**src/rtl/fetch_pkg.sv**
```systemverilog
// fetch_pkg: shared definitions for the instruction fetch stage.
//   OP_HALT       opcode that stops fetching once accepted by the decoder
//   OP_W          opcode field width; the opcode sits in the instruction MSBs
//   fetch_state_t fetch FSM states
package fetch_pkg;
  localparam int OP_W = 3;
  localparam logic [OP_W-1:0] OP_HALT = 3'b111;

  typedef enum logic [2:0] {
    S_IDLE  = 3'd0,
    S_FETCH = 3'd1,
    S_WAIT  = 3'd2,
    S_ISSUE = 3'd3,
    S_HALT  = 3'd4
  } fetch_state_t;
endpackage

```
**src/rtl/fetch_prefetch_buf.sv**
```systemverilog
// fetch_prefetch_buf: one-entry holding buffer for a prefetched instruction.
// Ports:
//   clk, rst_n            clock, async active-low reset
//   load                  capture loadInstr/loadPc, mark full
//   loadInstr, loadPc     instruction word and the address it came from
//   clear                 entry consumed, mark empty
//   full                  entry holds a valid instruction
//   bufInstr, bufPc       stored instruction and address
module fetch_prefetch_buf #(
  parameter int ADDR_W  = 8,
  parameter int INSTR_W = 8
) (
  input  logic               clk,
  input  logic               rst_n,
  input  logic               load,
  input  logic [INSTR_W-1:0] loadInstr,
  input  logic [ADDR_W-1:0]  loadPc,
  input  logic               clear,
  output logic               full,
  output logic [INSTR_W-1:0] bufInstr,
  output logic [ADDR_W-1:0]  bufPc
);
  always_ff @(posedge clk or negedge rst_n) begin
    if (!rst_n) begin
      full     <= 1'b0;
      bufInstr <= '0;
      bufPc    <= '0;
    end else if (load) begin
      full     <= 1'b1;
      bufInstr <= loadInstr;
      bufPc    <= loadPc;
    end else if (clear) begin
      full     <= 1'b0;
    end
  end
endmodule

```
**src/rtl/instr_fetch_unit.sv**
```systemverilog
// instr_fetch_unit: fetch stage ahead of the opcode decoder. Reads instructions
// from instruction memory at PC, holds each in IR and offers it to the decoder
// over valid/ready. Fetching stops once a HALT is accepted; start restarts at 0.
// Build option: FETCH_PREFETCH_EN adds a one-deep prefetch (1 instr / 2 cycles).
// Ports:
//   clk, rst_n             clock, async active-low reset
//   start                  begin at PC=0 (honoured in IDLE/HALT only)
//   imem_req, imem_addr    one-cycle read request and its address
//   imem_valid, imem_rdata read response
//   instr_valid            IR offered to decoder
//   instr_ready            decoder accepts IR
//   op_code, instr         IR opcode field / full IR
//   instr_pc               address IR was fetched from
//   halted                 HALT accepted, fetch stopped
module instr_fetch_unit
  import fetch_pkg::*;
#(
  parameter int ADDR_W  = 8,
  parameter int INSTR_W = 8
) (
  input  logic               clk,
  input  logic               rst_n,
  input  logic               start,
  output logic               imem_req,
  output logic [ADDR_W-1:0]  imem_addr,
  input  logic               imem_valid,
  input  logic [INSTR_W-1:0] imem_rdata,
  output logic               instr_valid,
  input  logic               instr_ready,
  output logic [2:0]         op_code,
  output logic [INSTR_W-1:0] instr,
  output logic [ADDR_W-1:0]  instr_pc,
  output logic               halted
);
  fetch_state_t state, nextState;
  logic [ADDR_W-1:0]  pc, irPc;
  logic [INSTR_W-1:0] ir;
  logic opIsHalt, pcClr, pcInc, loadMem;

  assign op_code     = ir[INSTR_W-1 -: OP_W];
  assign opIsHalt    = (op_code == OP_HALT);
  assign instr       = ir;
  assign instr_pc    = irPc;
  assign instr_valid = (state == S_ISSUE);
  assign halted      = (state == S_HALT);
  assign imem_addr   = imem_req ? pc : '0;

`ifdef FETCH_PREFETCH_EN
  logic pfPending, pfReq, pfHit, bufFull, loadBuf;
  logic [INSTR_W-1:0] bufInstr;
  logic [ADDR_W-1:0]  bufPc;

  // pc already points past IR, so the next word is requested while IR waits.
  // A HALT in IR suppresses the request so nothing past HALT is ever read.
  assign pfReq = instr_valid && !opIsHalt && !pfPending && !bufFull;
  assign pfHit = instr_valid && pfPending && imem_valid;

  // Outstanding prefetch; if the handshake leaves ISSUE first, WAIT collects it.
  always_ff @(posedge clk or negedge rst_n) begin
    if (!rst_n)
      pfPending <= 1'b0;
    else if (pfReq)
      pfPending <= 1'b1;
    else if (imem_valid && (state == S_WAIT || state == S_ISSUE))
      pfPending <= 1'b0;
  end

  // Data landing together with the handshake bypasses the buffer into IR.
  fetch_prefetch_buf #(.ADDR_W(ADDR_W), .INSTR_W(INSTR_W)) uBuf (
    .clk       (clk),
    .rst_n     (rst_n),
    .load      (pfHit && !instr_ready),
    .loadInstr (imem_rdata),
    .loadPc    (pc),
    .clear     (loadBuf),
    .full      (bufFull),
    .bufInstr  (bufInstr),
    .bufPc     (bufPc)
  );
`endif

  always_comb begin
    nextState = state;
    imem_req  = 1'b0;
    pcClr     = 1'b0;
    pcInc     = 1'b0;
    loadMem   = 1'b0;
`ifdef FETCH_PREFETCH_EN
    loadBuf   = 1'b0;
`endif
    case (state)
      S_IDLE, S_HALT: begin
        if (start) begin
          pcClr     = 1'b1;
          nextState = S_FETCH;
        end
      end
      S_FETCH: begin
        imem_req  = 1'b1;
        nextState = S_WAIT;
      end
      S_WAIT: begin
        if (imem_valid) begin
          loadMem   = 1'b1;
          pcInc     = 1'b1;
          nextState = S_ISSUE;
        end
      end
      S_ISSUE: begin
`ifdef FETCH_PREFETCH_EN
        imem_req = pfReq;
        pcInc    = pfHit;
        if (instr_ready) begin
          if (opIsHalt)     nextState = S_HALT;
          else if (bufFull) loadBuf   = 1'b1;
          else if (pfHit)   loadMem   = 1'b1;
          else              nextState = S_WAIT;
        end
`else
        if (instr_ready)
          nextState = opIsHalt ? S_HALT : S_FETCH;
`endif
      end
      default: nextState = S_IDLE;
    endcase
  end

  always_ff @(posedge clk or negedge rst_n) begin
    if (!rst_n) state <= S_IDLE;
    else        state <= nextState;
  end

  // pc wraps naturally at 2**ADDR_W.
  always_ff @(posedge clk or negedge rst_n) begin
    if (!rst_n)     pc <= '0;
    else if (pcClr) pc <= '0;
    else if (pcInc) pc <= pc + ADDR_W'(1);
  end

  always_ff @(posedge clk or negedge rst_n) begin
    if (!rst_n) begin
      ir   <= '0;
      irPc <= '0;
    end else if (loadMem) begin
      ir   <= imem_rdata;
      irPc <= pc;
    end
`ifdef FETCH_PREFETCH_EN
    else if (loadBuf) begin
      ir   <= bufInstr;
      irPc <= bufPc;
    end
`endif
  end
endmodule
```
**config.mk**
```make
export PLATFORM = sky130hd
export DESIGN_NAME = instr_fetch_unit
export DESIGN_NICKNAME = d
export VERILOG_FILES = /design/src/rtl/fetch_pkg.sv /design/src/rtl/fetch_prefetch_buf.sv /design/src/rtl/instr_fetch_unit.sv
export SDC_FILE = /design/constraint.sdc
export NUM_CORES = 1
export LEC_CHECK = 0
export CAP_MARGIN = 20
export CORE_MARGIN = 4
export CORE_UTILIZATION = 44
export CTS_CLUSTER_DIAMETER = 100
export DETAILED_ROUTE_END_ITERATION = 10
export PLACE_DENSITY = 0.78
export SLEW_MARGIN = 20
export SYNTH_ARGS = -nofsm -noshare
export SYNTH_HDL_FRONTEND = slang
export SYNTH_SLANG_ARGS = --single-unit
```
**constraint.sdc**
```tcl
create_clock -name clk -period 2 [get_ports clk]
set_clock_uncertainty 0.1 [all_clocks]
set_input_delay 0.3 -clock clk [delete_from_list [all_inputs] [get_ports clk]]
set_output_delay 0.3 -clock clk [all_outputs]
set_load 0.005 [all_outputs]
```
==> flow_summary.json <==
{
  "status": "finished clean",
  "gp_congestion": 0.845,
  "grt_start_max_net_pins": 28,
  "synthCells": 141,
  "synth_seq_cells": 27,
  "layout_commonest_cell": "nand2_1",
  "setup_violations": 0,
  "numCtsBuffers": 3,
  "grt.overflow.total": 0,
  "vias_per_cell": 5.17,
  "h-tree-depth": 1,
  "antenna_cells": 0,
  "timing.final.crit_share_pct": 97.9,
  "num-nets-final": 207,
  "power_mw": 2.04,
  "syn_area_sq_um": 1270,
  "hold_viol": 0,
  "ir_drop_v": 0.000900,
  "power.density_nw_per_um2": 1120,
  "antenna_found_initial": 0,
  "mostFrequentLayoutCells": "nand2_1, clkdlybuf4s50_1, dfrtp_1",
  "initialDrtViolationCount": 49,
  "clockRootBuffer": "clkbuf_4",
  "ys_seq_area_share_pct": 53.0,
  "cts_sinks": 27,
  "crit_type": "reg2out",
  "io_pins": 43,
  "hp-class": "in2async",
  "stdcell_area_sq_um": 1830,
  "area_growth_pct": 43.7,
  "ys_types": 33,
  "dieHeight_um": 61.8,
  "hold_slack_ns": 0.239,
  "wl_per_cell_um": 13.6,
  "drive_above_1_share_pct": 15.1,
  "dp_hpwl_um": 2310,
  "finalMaxSlewViolations": 0,
  "worst_pin_slew_ns": 0.339,
  "start_util_pct": 46.2,
  "clk_pin_slew_ns": 0.14,
  "row_count": 19,
  "endpoint_kind": "output pin",
  "cts_buffer_depth": 2,
  "cp.required_ns": 1.60,
  "synth_async_sr_flop_share_pct": 100,
  "maxSlewHeadroom_pct": 77.4,
  "dpl_cell_area_sq_um": 1780,
  "cts_tree": "done",
  "yosys_most_used_dff": "dfrtp_1",
  "clk_latency_ns": 0.31,
  "arrival_ns": 1.56,
  "ant_nets": 0,
  "rsz0062_at_grt": "true",
  "grt_pass1_wl_um": 4910,
  "critPathLaunchType": "flop",
  "pre_cts_ws_ns": 0.0613,
  "avgSynthCellArea_sq_um": 9.03,
  "dieArea_sq_um": 3820,
  "route.vias.total": 1152,
  "die_w_um": 61.8,
  "yosysWarnings": 0,
  "synth_edf_count": 0,
  "wl_um": 3030,
  "grt_pass1_vias": 1110,
  "setup_ws_ns": 0.0426,
  "track_usage_pct": 17.1,
  "critPathMaxFanout": 3,
  "first_pass_iters": 4,
  "drv_cap": 0,
  "portBuffers": 42,
  "max_freq_mhz": 511,
  "synth_nets": 155,
  "fin_crit_ns": 1.96,
  "hold_buffers": 0,
  "leakagePower_nw": 0.885,
  "drc_errors": 0,
  "core_region_area_sq_um": 2760
}
## per-layer routing
layer | global-route usage, % | vias to the layer above | routed length [um]
met5 | 0 | - | 0
met4 | 5.45 | 0 | 0
met3 | 4.34 | 0 | 242
met2 | 28.1 | 39 | 1440
met1 | 22.1 | 549 | 1350
li1 | - | 564 | -
## repair_timing
action	4_1_cts	5_1_grt
pin swaps	1	1
buffers inserted	4	1
gates resized for setup	20	6
endpoints found under the setup margin	11	7
## area by class of cell
class / count / area [sq um]
tap: 31 / 38.8
clock buffer: 4 / 26.3
fill: 239 / 927
multi-input combinational: 100 / 551
sequential: 27 / 676
timing repair buffer: 58 / 528
inverter: 3 / 11.3
## flip-flops by register name, summed over array words and instances (netlist names)
name	cells
state	3
pc	8
instr	8
instr_pc	8
## worst max-delay path: stages, from the launching register on
cell           delay (ns)
dfrtp_1              0.42
nor3b_2              0.24
buf_4                0.14
buf_4                0.10
and2_1               0.12
dlygate4sd2_1        0.23
## cell usage after synthesis, drive strengths merged (2+ instances only)
library cell   n  area [sq um]
nand4          2          12.5
buf            8          52.5
nor3           2          10.0
o31ai          3          22.5
nor2           2          7.51
or4            3          22.5
dfrtp         27           676
inv            3          11.3
nand3          3          15.0
and2           9          56.3
o21ai          3          15.0
clkbuf         3          11.3
a21oi          6          30.0
nand2         51           191
## cells by family after synthesis
family                     synth area share [%]
muxes                                      1.67
DFF                                        53.0
xor gates and xnor gates                  0.688
adders and majority gates                 0.982
buffers and inverters                      5.89
AOI/OAI and AO/OA                          7.07
and+or+nand+nor                            30.6
## final timing paths
check,startpoint,endpoint,slack (ns),cells past startpoint
max,state[2],imem_addr[5],0.04,5
min,rst_n,instr[5],0.24,2
max reg2reg,state[2],pc[7],0.10,5
min reg2reg,instr_pc[6],instr_pc[6],0.39,2
max in group asynchronous,rst_n,instr_pc[3],1.31,2
min in group clk,instr_pc[6],instr_pc[6],0.39,2
## metrics by stage
stage	util, %	setup TNS, ns	cells
2_1_floorplan	-	0	141
3_5_place_dp	64.5	0	214
4_1_cts	67.0	0	222
6_report	66.4	0	223
3_3_place_gp	64.5	0	214
5_1_grt	66.4	-0.0617	223
## power by group
| part | internal, mW | switching, mW | total (mW) |
|---|---|---|---|
| registers | 0.700 | 0.128 | 0.828 |
| logic | 0.574 | 0.413 | 0.987 |
| clock network | 0.0779 | 0.150 | 0.228 |
(Power assumes the default switching activity.)
